**src/rtl/avr_io_timer.sv**
```systemverilog
// 8-bit timer/counter on the CPU I/O bus: TCNT/OCR/TCCR/TIFR at BASE_ADDR..+3.
// Ports: clk, rst, io_addr/io_read/io_write/io_din/io_dout, irq_ovf, irq_cmp, oc.
module avr_io_timer #(
  parameter logic [5:0] BASE_ADDR = 6'h30
) (
  input  logic       clk,
  input  logic       rst,
  input  logic [5:0] io_addr,
  input  logic       io_read,
  input  logic       io_write,
  input  logic [7:0] io_din,
  output logic [7:0] io_dout,
  output logic       irq_ovf,
  output logic       irq_cmp,
  output logic       oc
);

  logic [7:0] tcnt;
  logic [7:0] ocr;
  logic [6:0] tccr;
  logic       tov;
  logic       ocf;
  logic [9:0] presc;

  logic [5:0] off;
  logic       in_rng;
  logic       wr_tcnt;
  logic       wr_ocr;
  logic       wr_tccr;
  logic       wr_tifr;

  assign off     = io_addr - BASE_ADDR;
  assign in_rng  = (off < 6'd4);
  assign wr_tcnt = io_write && in_rng && (off[1:0] == 2'd0);
  assign wr_ocr  = io_write && in_rng && (off[1:0] == 2'd1);
  assign wr_tccr = io_write && in_rng && (off[1:0] == 2'd2);
  assign wr_tifr = io_write && in_rng && (off[1:0] == 2'd3);

  logic [2:0] cs;
  logic       ctc;
  logic       ocen;

  assign cs   = tccr[2:0];
  assign ctc  = tccr[3];
  assign ocen = tccr[4];

  logic [9:0] lim;
  logic       run;

  always_comb begin
    lim = 10'd0;
    run = 1'b1;
    unique case (cs)
      3'd1:    lim = 10'd0;
      3'd2:    lim = 10'd7;
      3'd3:    lim = 10'd63;
      3'd4:    lim = 10'd255;
      3'd5:    lim = 10'd1023;
      default: run = 1'b0;
    endcase
  end

  logic tick;
  logic match;
  logic ev;
  logic set_ocf;
  logic set_tov;

  assign tick  = run && (presc == lim);
  assign match = (tcnt == ocr);
  // A CPU write to TCNT pre-empts the counting event entirely.
  assign ev      = tick && !wr_tcnt;
  assign set_ocf = ev && match;
  assign set_tov = ev && (tcnt == 8'hFF) && !(ctc && match);

  logic [7:0] tcnt_nx;

  always_comb begin
    tcnt_nx = tcnt;
    if (wr_tcnt)
      tcnt_nx = io_din;
    else if (ev) begin
      if ((ctc && match) || tcnt == 8'hFF)
        tcnt_nx = 8'h00;
      else
        tcnt_nx = tcnt + 8'd1;
    end
  end

  always_ff @(posedge clk or posedge rst) begin
    if (rst) begin
      tcnt  <= 8'h00;
      ocr   <= 8'h00;
      tccr  <= 7'h00;
      tov   <= 1'b0;
      ocf   <= 1'b0;
      presc <= 10'd0;
      oc    <= 1'b0;
    end else begin
      tcnt <= tcnt_nx;
      if (wr_ocr)
        ocr <= io_din;
      if (wr_tccr)
        tccr <= io_din[6:0];
      if (wr_tccr)
        presc <= 10'd0;
      else if (run)
        presc <= tick ? 10'd0 : presc + 10'd1;
      // Setting a flag wins over a write-1-to-clear in the same cycle.
      tov <= set_tov | (tov & ~(wr_tifr & io_din[0]));
      ocf <= set_ocf | (ocf & ~(wr_tifr & io_din[1]));
      if (set_ocf && ocen)
        oc <= ~oc;
    end
  end

  assign irq_ovf = tov & tccr[5];
  assign irq_cmp = ocf & tccr[6];

  always_comb begin
    io_dout = 8'h00;
    if (io_read && in_rng) begin
      unique case (1'b1)
        off[1:0] == 2'd0: io_dout = tcnt;
        off[1:0] == 2'd1: io_dout = ocr;
        off[1:0] == 2'd2: io_dout = {1'b0, tccr};
        off[1:0] == 2'd3: io_dout = {6'b0, ocf, tov};
        default:          io_dout = 8'h00;
      endcase
    end
  end

endmodule

```
**config.mk**
```make
export PLATFORM = sky130hd
export DESIGN_NAME = avr_io_timer
export DESIGN_NICKNAME = d
export VERILOG_FILES = /design/src/rtl/avr_io_timer.sv
export SDC_FILE = /design/constraint.sdc
export NUM_CORES = 1
export LEC_CHECK = 0
export CORE_MARGIN = 2
export CORE_UTILIZATION = 55
export CTS_CLUSTER_SIZE = 8
export DETAILED_ROUTE_END_ITERATION = 10
export GPL_ROUTABILITY_DRIVEN = 0
export PLACE_DENSITY = 0.82
export SYNTH_ARGS = -nofsm -noshare
export SYNTH_HDL_FRONTEND = slang
export SYNTH_SLANG_ARGS = --single-unit
```
**constraint.sdc**
```tcl
create_clock -name clk -period 2.75 [get_ports clk]
set_input_delay 0.55 -clock clk [delete_from_list [all_inputs] [get_ports clk]]
set_output_delay 0.55 -clock clk [all_outputs]
set_load 0.1 [all_outputs]
```
==> impl_metrics.yaml, run 1 <==
status:
  status: "completed"
floorplanning:
  row_count: 22
  start_util_pct: 58.7
  core_um2: 3740
  num_io_pins: 29
  die_w_um: 67.2
  die-area_um2: 4520
  die_height_um: 67.2
power:
  power_leakage_nw: 1.29
  vdd_drop_max_uv: 520
  seq_power_share_pct: 47.0
  switching_share_pct: 34.6
  intPower_mw: 1.04
  power_frac_clock_pct: 24.2
  p_comb_share_pct: 28.7
  p_switching_mw: 0.547
  power_mw: 1.58
  p_per_area_nw_per_um2: 574
final_layout:
  area_growth_pct: 25.5
  antennaDiodeCount: 0
  nets: 302
  final_cell_mix: "nand2_1, dfrtp_1, nor2_1, clkdlybuf4s50_1, buf_4"
  final_area_um2: 2760
  finalNonFillerCells: 331
  final_common_cell: "nand2_1"
  drive_gt1_share_pct: 15.2
  fillers: 285
synth:
  async_flop_share_pct: 100
  syn_nets: 265
  synth_top_area_share_pct: 41.0
  yosysUniqueCellTypes: 51
  ys_top_cells_by_area: "dfrtp_1, nand2_1, mux2_2"
  synth_edf_count: 0
  synthesis.area_um2: 2200
  ys_ff_latch: 36
  yosys_warnings: 0
  synth_cells: 245
  avgSynthCellArea_um2: 8.97
  yosys.area.top_type: "dfrtp_1"
  synth_flop_cell: "dfrtp_1"
  ys_seq_area_share_pct: 41.0
setup_path:
  endpoint_kind: "output pin"
  critPathKind: "input pin to output pin"
  critPathRequiredTime_ns: 2.20
  cp_max_fo: 8
  start_kind: "input pin"
  max_stage_delay_ns: 0.45
  path_cells: "clkdlybuf4s50_1 -> nor4bb_1 -> buf_4 -> nand2_2 -> nor3_4 -> buf_12"
  crit_arrival_ns: 2.10
  slowest_stage: "clkdlybuf4s50_1"
global_routing:
  grt_max_degree: 37
  gr-total-overflow: 0
  antenna_found_initial: 0
  track_usage_pct: 28.4
  grt_pass1_wl_um: 9540
  grt_pass1_vias: 1929
routing:
  wl_met1_um: 2570
  wl_met2_um: 2580
  drc_errors: 0
  drt-initial-drc-count: 218
  postRouteAntennaNets: 0
  firstDrtPassIters: 5
  routed_wirelength_um: 5610
  met3_length_um: 387
  highest_layer: "met4"
  avgRoutedWirePerCell_um: 16.9
  vias_per_cell: 6.15
  vias: 2037
placement:
  dpl_cell_area_um2: 2660
  place_hpwl_um: 4090
  portBuffers: 28
  pre_cts_ws_ns: 0.0190
  dpl.cell_count: 323
timing:
  fin_ws_ns: 0.102
  hold_viol_final: 0
  rsz0062_at_grt: "no"
  timing.final.crit_share_pct: 96.3
  slew_headroom_pct: 57.2
  timing.fmax_ghz: 0.378
  report.final.slew_viol_count: 0
  finalCriticalPeriod_ns: 2.65
  finalSetupViolations: 0
  worst_pin_slew_ns: 0.639
  clock_skew_ns: 0.00491
clock_network:
  insertion_delay_ns: 0.28
  clock-sinks: 36
  cts_tree: "done"
  ctsRootBufferMaster: "clkbuf_8"
  clk_pin_slew_ns: 0.07
  h-tree-depth: 2
  cts_inserted_buffers: 5
  clk_path_buf_depth: 2
run:
  cap_viol_max_count: 0
hold_path:
  hold_path_class: "register to register"
logic make-up after synthesis:
group                    count (synthesis)  synth area share [%]
AND/OR/NAND/NOR                        124                  27.8
AO/OA/AOI/OAI                           43                  14.2
flip-flops                              36                  41.0
multiplexers                            16                  8.88
buffers and inverters                   13                  2.56
XOR/XNOR                                11                  4.38
adder cells (fa/ha/maj)                  2                  1.14
routing by layer:
layer	vias to the layer above	GRT usage [%]
met5	-	0
met4	0	6.63
met3	7	5.00
met2	82	43.7
met1	982	41.8
li1	966	-
synth_stat cells, types with 3 or more instances:
cell / instances
nand3_1: 13
and2_1: 5
a221o_1: 4
xor2_1: 10
nor2_1: 23
inv_1: 4
and3b_1: 3
mux2_2: 8
nor3_1: 7
nand4_1: 4
nand2_1: 42
buf_1: 3
clkbuf_1: 5
dfrtp_1: 36
a22o_1: 3
o22ai_1: 4
mux2i_1: 6
a21oi_1: 8
o21ai_0: 4
nor4_1: 3
or3_1: 3
and3_1: 10
state kept, by name, summed over array words and instances (netlist names):
| name | flops |
|---|---|
| tccr | 7 |
| tcnt | 8 |
| tov | 1 |
| ocf | 1 |
| ocr | 8 |
| oc | 1 |
| presc | 10 |
per-stage QoR:
| step | TNS [ns] | util, % | hold WS [ns] |
|---|---|---|---|
| 2_1_floorplan | -1.44 | - | 0.451 |
| 3_3_place_gp | 0 | 71.0 | 0.459 |
| 3_5_place_dp | 0 | 71.0 | 0.489 |
| 4_1_cts | 0 | 73.4 | 0.498 |
| 5_1_grt | 0 | 73.7 | 0.504 |
| 6_report | 0 | 73.7 | 0.486 |
critical path: cells and delay by family:
family | cells | cell delay (ns)
buffers and inverters | 3 | 0.85
AND/OR/NAND/NOR | 3 | 0.70
power groups by stage:
stage | Combinational (mW) | Clock, mW | Sequential (mW)
2_1_floorplan | 0.337 | 0 | 0.715
3_3_place_gp | 0.440 | 0 | 0.744
3_5_place_dp | 0.450 | 0 | 0.750
4_1_cts | 0.455 | 0.390 | 0.740
5_1_grt | 0.503 | 0.421 | 0.761
6_report | 0.455 | 0.384 | 0.745
repair_timing:
item	in CTS	in global routing
setup buffers	0	0
pin swaps	1	0
hold buffers	0	0
resized for setup	1	2
endpoints found under the setup margin	1	5
worst paths after layout:
| kind | startpoint | to | cells after the start | slack, ns |
|---|---|---|---|---|
| setup / recovery | io_addr[5] | io_dout[7] | 6 | 0.10 |
| hold / removal | oc | oc | 1 | 0.49 |
| setup reg to reg | tcnt[4] | tcnt[3] | 6 | 0.47 |
| hold reg to reg | oc | oc | 1 | 0.49 |
| max in group asynchronous | rst | presc[2] | 3 | 1.76 |
| min in group asynchronous | rst | tccr[3] | 3 | 0.66 |
layout make-up:
| type | instances | area, µm² | share of cell area, % |
|---|---|---|---|
| Timing Repair Buffer | 39 | 438 | 15.9 |
| Tap cell | 48 | 60.1 | 2.18 |
| Inverter | 4 | 15.0 | 0.544 |
| Clock buffer | 8 | 90.1 | 3.27 |
| Sequential cell | 36 | 901 | 32.7 |
| Multi-Input combinational cell | 196 | 1250 | 45.5 |
Note: power is estimated with default switching activity, not from simulation.
==> run 2, diff against run 1 <==
==> constraint.sdc (replaced) <==
create_clock -name clk -period 3.25 [get_ports clk]
set_input_delay 0.65 -clock clk [delete_from_list [all_inputs] [get_ports clk]]
set_output_delay 0.65 -clock clk [all_outputs]
set_load 0.1 [all_outputs]
==> impl_metrics.yaml, run 2 (same netlist as run 1, synthesis figures left out) <==
status:
  status: "completed"
final_layout:
  final_cell_mix: "nand2_1, dfrtp_1, nor2_1, clkdlybuf4s50_1, nand3_1"
  drive_gt1_share_pct: 14.3
  antennaDiodeCount: 0
  reg_top3: "presc x10, ocr x8, tcnt x8"
  nets: 298
  largest_reg_flops: 10
  area_growth_pct: 23.7
  top_register: "presc"
  final_common_cell: "nand2_1"
timing:
  timing.final.crit_share_pct: 92.1
  finalSetupViolations: 0
  slew_headroom_pct: 61.8
  fin_tns_setup_ns: 0
  finalCriticalPeriod_ns: 2.99
  hold_viol_final: 0
  report.final.slew_viol_count: 0
  worst_pin_slew_ns: 0.571
  timing.fmax_ghz: 0.334
  clock_skew_ns: 0.00468
  hold_ws_ns: 0.490
  rsz0062_at_grt: "no"
setup_path:
  critPathRequiredTime_ns: 2.60
  r2r_start: "presc[6]"
  crit_arrival_ns: 2.34
  reg2regPathDepth: 6
  cp_max_fo: 6
  endpoint_kind: "output pin"
  critPathKind: "input pin to output pin"
  r2r_slack_ns: 0.94
  start_kind: "input pin"
  r2r_end: "tcnt[7]"
hold_path:
  hold_path_depth: 1
  hold_path_class: "register to register"
  worstHoldStart: "oc"
  whs_endpoint: "oc"
power:
  seq_power_share_pct: 47.5
  p_comb_share_pct: 28.0
  p_switching_mw: 0.466
  vdd_drop_max_uv: 312
  p_per_area_nw_per_um2: 490
  intPower_mw: 0.867
  switching_share_pct: 34.9
  power_leakage_nw: 1.26
  power_frac_clock_pct: 24.5
floorplanning:
  num_io_pins: 29
  die_height_um: 67.2
  start_util_pct: 58.7
  die_w_um: 67.2
  die-area_um2: 4520
  core_um2: 3740
  row_count: 22
clock_network:
  clk_pin_slew_ns: 0.07
  ctsRootBufferMaster: "clkbuf_8"
  clock-sinks: 36
  cts_resized: 0
  cts_hold_buf: 0
  insertion_delay_ns: 0.28
  clk_path_buf_depth: 2
  cts_setup_buffers: 0
  h-tree-depth: 2
  cts_inserted_buffers: 5
  cts_tree: "done"
routing:
  postRouteAntennaNets: 0
  vias_per_cell: 6.06
  vias: 1980
  routed_wirelength_um: 5370
  drt-initial-drc-count: 132
  avgRoutedWirePerCell_um: 16.4
  firstDrtPassIters: 4
  drc_errors: 0
run:
  cap_viol_max_count: 0
global_routing:
  grt_pass1_vias: 1887
  antenna_found_initial: 0
  grt_pass1_wl_um: 9020
  gr-total-overflow: 0
  grt_max_degree: 37
  track_usage_pct: 27.0
placement:
  place_hpwl_um: 3860
  portBuffers: 28
-- run 2: layout make-up --
class / instances / area [µm²]
Timing Repair Buffer: 35 / 405
Inverter: 4 / 15.0
Multi-Input combinational cell: 196 / 1240
Clock buffer: 6 / 82.6
Tap cell: 48 / 60.1
Sequential cell: 36 / 901
Clock inverter: 2 / 10.0
Fill cell: 304 / 1020
-- run 2: metrics by stage --
step                setup slack [ns]  cell area, µm²  std cells  util (%)  power, mW
floorplan                     0.0482            2200        245         -      0.890
global placement               0.388            2630        319      70.2      0.998
detailed placement             0.310            2630        319      70.2       1.01
CTS                            0.295            2720        327      72.6       1.34
global route                   0.175            2720        327      72.6       1.41
finish                         0.256            2720        327      72.6       1.33
-- run 2: how the worst max path moves through the flow --
stage | startpoint | to | slack [ns]
final | io_addr[5] | io_dout[4] | 0.26
after global routing | io_addr[5] | io_dout[4] | 0.18
after CTS | io_addr[5] | io_dout[6] | 0.30
after detailed placement | io_addr[5] | io_dout[6] | 0.31
after global placement | io_addr[5] | io_dout[7] | 0.39
after floorplan | io_addr[2] | io_dout[2] | 0.05
-- run 2: routing by layer --
metal  up-vias  global-route usage, %  part of all wire, %
met4         0                   8.42                  1.2
met3        10                   6.67                   10
met1       922                   37.2                   45
li1        958                      -                    -
met2        90                   42.1                   44
met5         -                      0                    0
-- run 2: critical path, stage by stage --
cell and delay [ns]:
clkdlybuf4s50_1 0.44, nor4bb_1 0.39, nand2_1 0.31, nor2_1 0.32
buf_12 0.22
-- run 2: power by group through the flow --
stage                     Clock [mW]  Combinational [mW]  Sequential, mW
after global routing           0.358               0.414           0.643
after floorplan                    0               0.285           0.605
after global placement             0               0.363           0.635
final                          0.326               0.373           0.634
after CTS                      0.336               0.374           0.628
after detailed placement           0               0.369           0.637
==> run 3, diff against run 2 <==
--- a/config.mk
+++ b/config.mk
@@ -5,12 +5,13 @@
 export SDC_FILE = /design/constraint.sdc
 export NUM_CORES = 1
 export LEC_CHECK = 0
-export CORE_MARGIN = 2
+export ABC_AREA = 1
+export CORE_MARGIN = 4
 export CORE_UTILIZATION = 55
 export CTS_CLUSTER_SIZE = 8
 export DETAILED_ROUTE_END_ITERATION = 10
 export GPL_ROUTABILITY_DRIVEN = 0
-export PLACE_DENSITY = 0.82
+export PLACE_DENSITY = 0.81
 export SYNTH_ARGS = -nofsm -noshare
 export SYNTH_HDL_FRONTEND = slang
 export SYNTH_SLANG_ARGS = --single-unit
==> impl_metrics.yaml, run 3 <==
placement:
  portBuffers: 28
  pre_cts_ws_ns: 0.445
  place_hpwl_um: 4580
routing:
  drc_errors: 0
  postRouteAntennaNets: 0
  drt-initial-drc-count: 253
  avgRoutedWirePerCell_um: 14.1
  routed_wirelength_um: 6000
  vias_per_cell: 5.52
  firstDrtPassIters: 5
  vias: 2348
clock_network:
  clock-sinks: 36
  clk_path_buf_depth: 2
  h-tree-depth: 2
  insertion_delay_ns: 0.29
  cts_setup_buffers: 0
  cts_resized: 0
  cts_hold_buf: 0
  ctsRootBufferMaster: "clkbuf_8"
  cts_tree: "done"
  clk_pin_slew_ns: 0.07
  cts_inserted_buffers: 5
setup_path:
  critPathRequiredTime_ns: 2.60
  path_cells: "clkdlybuf4s50_1 -> inv_1 -> nand2_1 -> inv_1 -> a221oi_1 -> nor2_1 -> buf_12"
  cp_max_fo: 7
  start_kind: "input pin"
  critPathBufInv: 4
  max_stage_delay_ns: 0.54
  reg2regPathDepth: 8
  r2r_end: "tcnt[0]"
  endpoint_kind: "output pin"
  r2r_slack_ns: 1.43
  crit_arrival_ns: 2.20
  slowest_stage: "clkdlybuf4s50_1"
  cpMostUsedCell: "inv_1"
  crit_family: "buffers and inverters"
  r2r_start: "tcnt[1]"
  critPathKind: "input pin to output pin"
synth:
  synth_cells: 339
  ys_ff_latch: 36
  syn_nets: 359
  ys_top_cells_by_area: "dfrtp_1, nand2_1, inv_1"
  yosys.area.top_type: "dfrtp_1"
  yosys_warnings: 0
  async_flop_share_pct: 100
  synth_top_area_share_pct: 38.6
  synthesis.area_um2: 2340
  yosysUniqueCellTypes: 29
  synth_flop_cell: "dfrtp_1"
  synth_edf_count: 0
  ys_seq_area_share_pct: 38.6
  synth_most_common_cell: "nand2_1"
  synth_commonest_cells: "nand2_1, inv_1, dfrtp_1"
  avgSynthCellArea_um2: 6.89
hold_path:
  hold_path_class: "register to register"
  hold_path_depth: 2
  worstHoldStart: "oc"
  whs_endpoint: "oc"
final_layout:
  final_common_cell: "nand2_1"
  top_register: "presc"
  fillers: 341
  antennaDiodeCount: 0
  reg_top3: "presc x10, ocr x8, tcnt x8"
  nets: 395
  drive_gt1_share_pct: 9.07
  largest_reg_flops: 10
  final_cell_mix: "nand2_1, inv_1, dfrtp_1, nand3_1, nor2_1"
  area_growth_pct: 21.6
power:
  power_frac_clock_pct: 19.8
  power_leakage_nw: 1.44
  switching_share_pct: 40.5
  intPower_mw: 0.907
  p_switching_mw: 0.618
  p_comb_share_pct: 35.7
  seq_power_share_pct: 44.4
  p_per_area_nw_per_um2: 537
  vdd_drop_max_uv: 364
floorplanning:
  start_util_pct: 57.6
  num_io_pins: 29
  die_height_um: 73.2
  core_um2: 4060
  die-area_um2: 5350
  die_w_um: 73.2
  row_count: 23
timing:
  fin_tns_setup_ns: 0
  timing.final.crit_share_pct: 87.7
  clock_skew_ns: 0.00220
  rsz0062_at_grt: "no"
  hold_viol_final: 0
  finalCriticalPeriod_ns: 2.85
  finalSetupViolations: 0
  worst_pin_slew_ns: 0.477
  fin_ws_ns: 0.400
  slew_headroom_pct: 68.2
  report.final.slew_viol_count: 0
  timing.fmax_ghz: 0.351
global_routing:
  antenna_found_initial: 0
  grt_max_degree: 37
  gr-total-overflow: 0
  track_usage_pct: 24.8
  grt_pass1_vias: 2232
  grt_pass1_wl_um: 10200
status:
  status: "completed"
run:
  cap_viol_max_count: 0
run 3: cell count changes after synthesis, sizes merged, moves of 6 or more:
cell / previous run / this run
and3: 10 / 0
inv: 4 / 55
mux2i: 6 / 0
nand2: 42 / 108
nand3: 13 / 35
nor2: 23 / 33
o21ai: 5 / 29
run 3: how the worst max path moves through the flow:
stage                          start    endpoint  cells past startpoint  slack, ns
after floorplan           io_addr[4]  io_dout[7]                      4       0.09
after global placement    io_addr[1]  io_dout[0]                      7       0.47
after detailed placement  io_addr[1]  io_dout[1]                      7       0.44
after CTS                 io_addr[0]  io_dout[5]                      7       0.43
after global routing      io_addr[1]  io_dout[0]                      7       0.25
final                     io_addr[1]  io_dout[0]                      7       0.40
run 3: kinds of logic after synthesis:
family	count (synthesis)	share of synthesized area [%]
AOI/OAI and AO/OA	47	11.4
adders and majority gates	2	1.07
xor gates and xnor gates	10	3.75
DFF	36	38.6
buffers and inverters	57	9.27
muxes	3	1.45
and+or+nand+nor	184	34.5
run 3: per-stage QoR:
step           hold slack (ns)  util, %  std cells  power [mW]  instance area [µm²]
6_report                 0.508     70.0        425        1.52                 2840
5_1_grt                  0.567     70.0        425        1.65                 2840
4_1_cts                  0.518     70.0        425        1.52                 2840
3_5_place_dp             0.498     68.1        418        1.21                 2760
3_3_place_gp             0.502     68.1        418        1.19                 2760
2_1_floorplan            0.493        -        339        1.06                 2340
run 3: layout make-up:
cell class / count / area [µm²] / area share (%)
clock buffers: 6 / 72.6 / 2.55
clock inverters: 1 / 5.00 / 0.176
inverters: 55 / 206 / 7.27
repair buffers: 31 / 375 / 13.2
well taps: 50 / 62.6 / 2.20
multi-input cells: 246 / 1220 / 42.9
flip-flops and latches: 36 / 901 / 31.7
run 3: layer usage:
layer	vias up	share of wire (%)	track usage, %
met5	-	0	0
met4	0	1.7	9.43
li1	1158	-	-
met1	1059	45	34.5
met2	117	43	36.0
met3	14	11	7.44
run 3: worst min-delay path: cells and delay by family, from the launching register on:
kind / cells / cell delay [ns]
flops: 1 / 0.36
simple gates: 2 / 0.12
run 3: power groups by stage:
stage / Clock, mW / Sequential, mW / Combinational [mW]
after detailed placement: 0 / 0.678 / 0.534
after global routing: 0.328 / 0.692 / 0.626
final: 0.302 / 0.677 / 0.545
after CTS: 0.314 / 0.671 / 0.540
after global placement: 0 / 0.676 / 0.514
after floorplan: 0 / 0.644 / 0.414
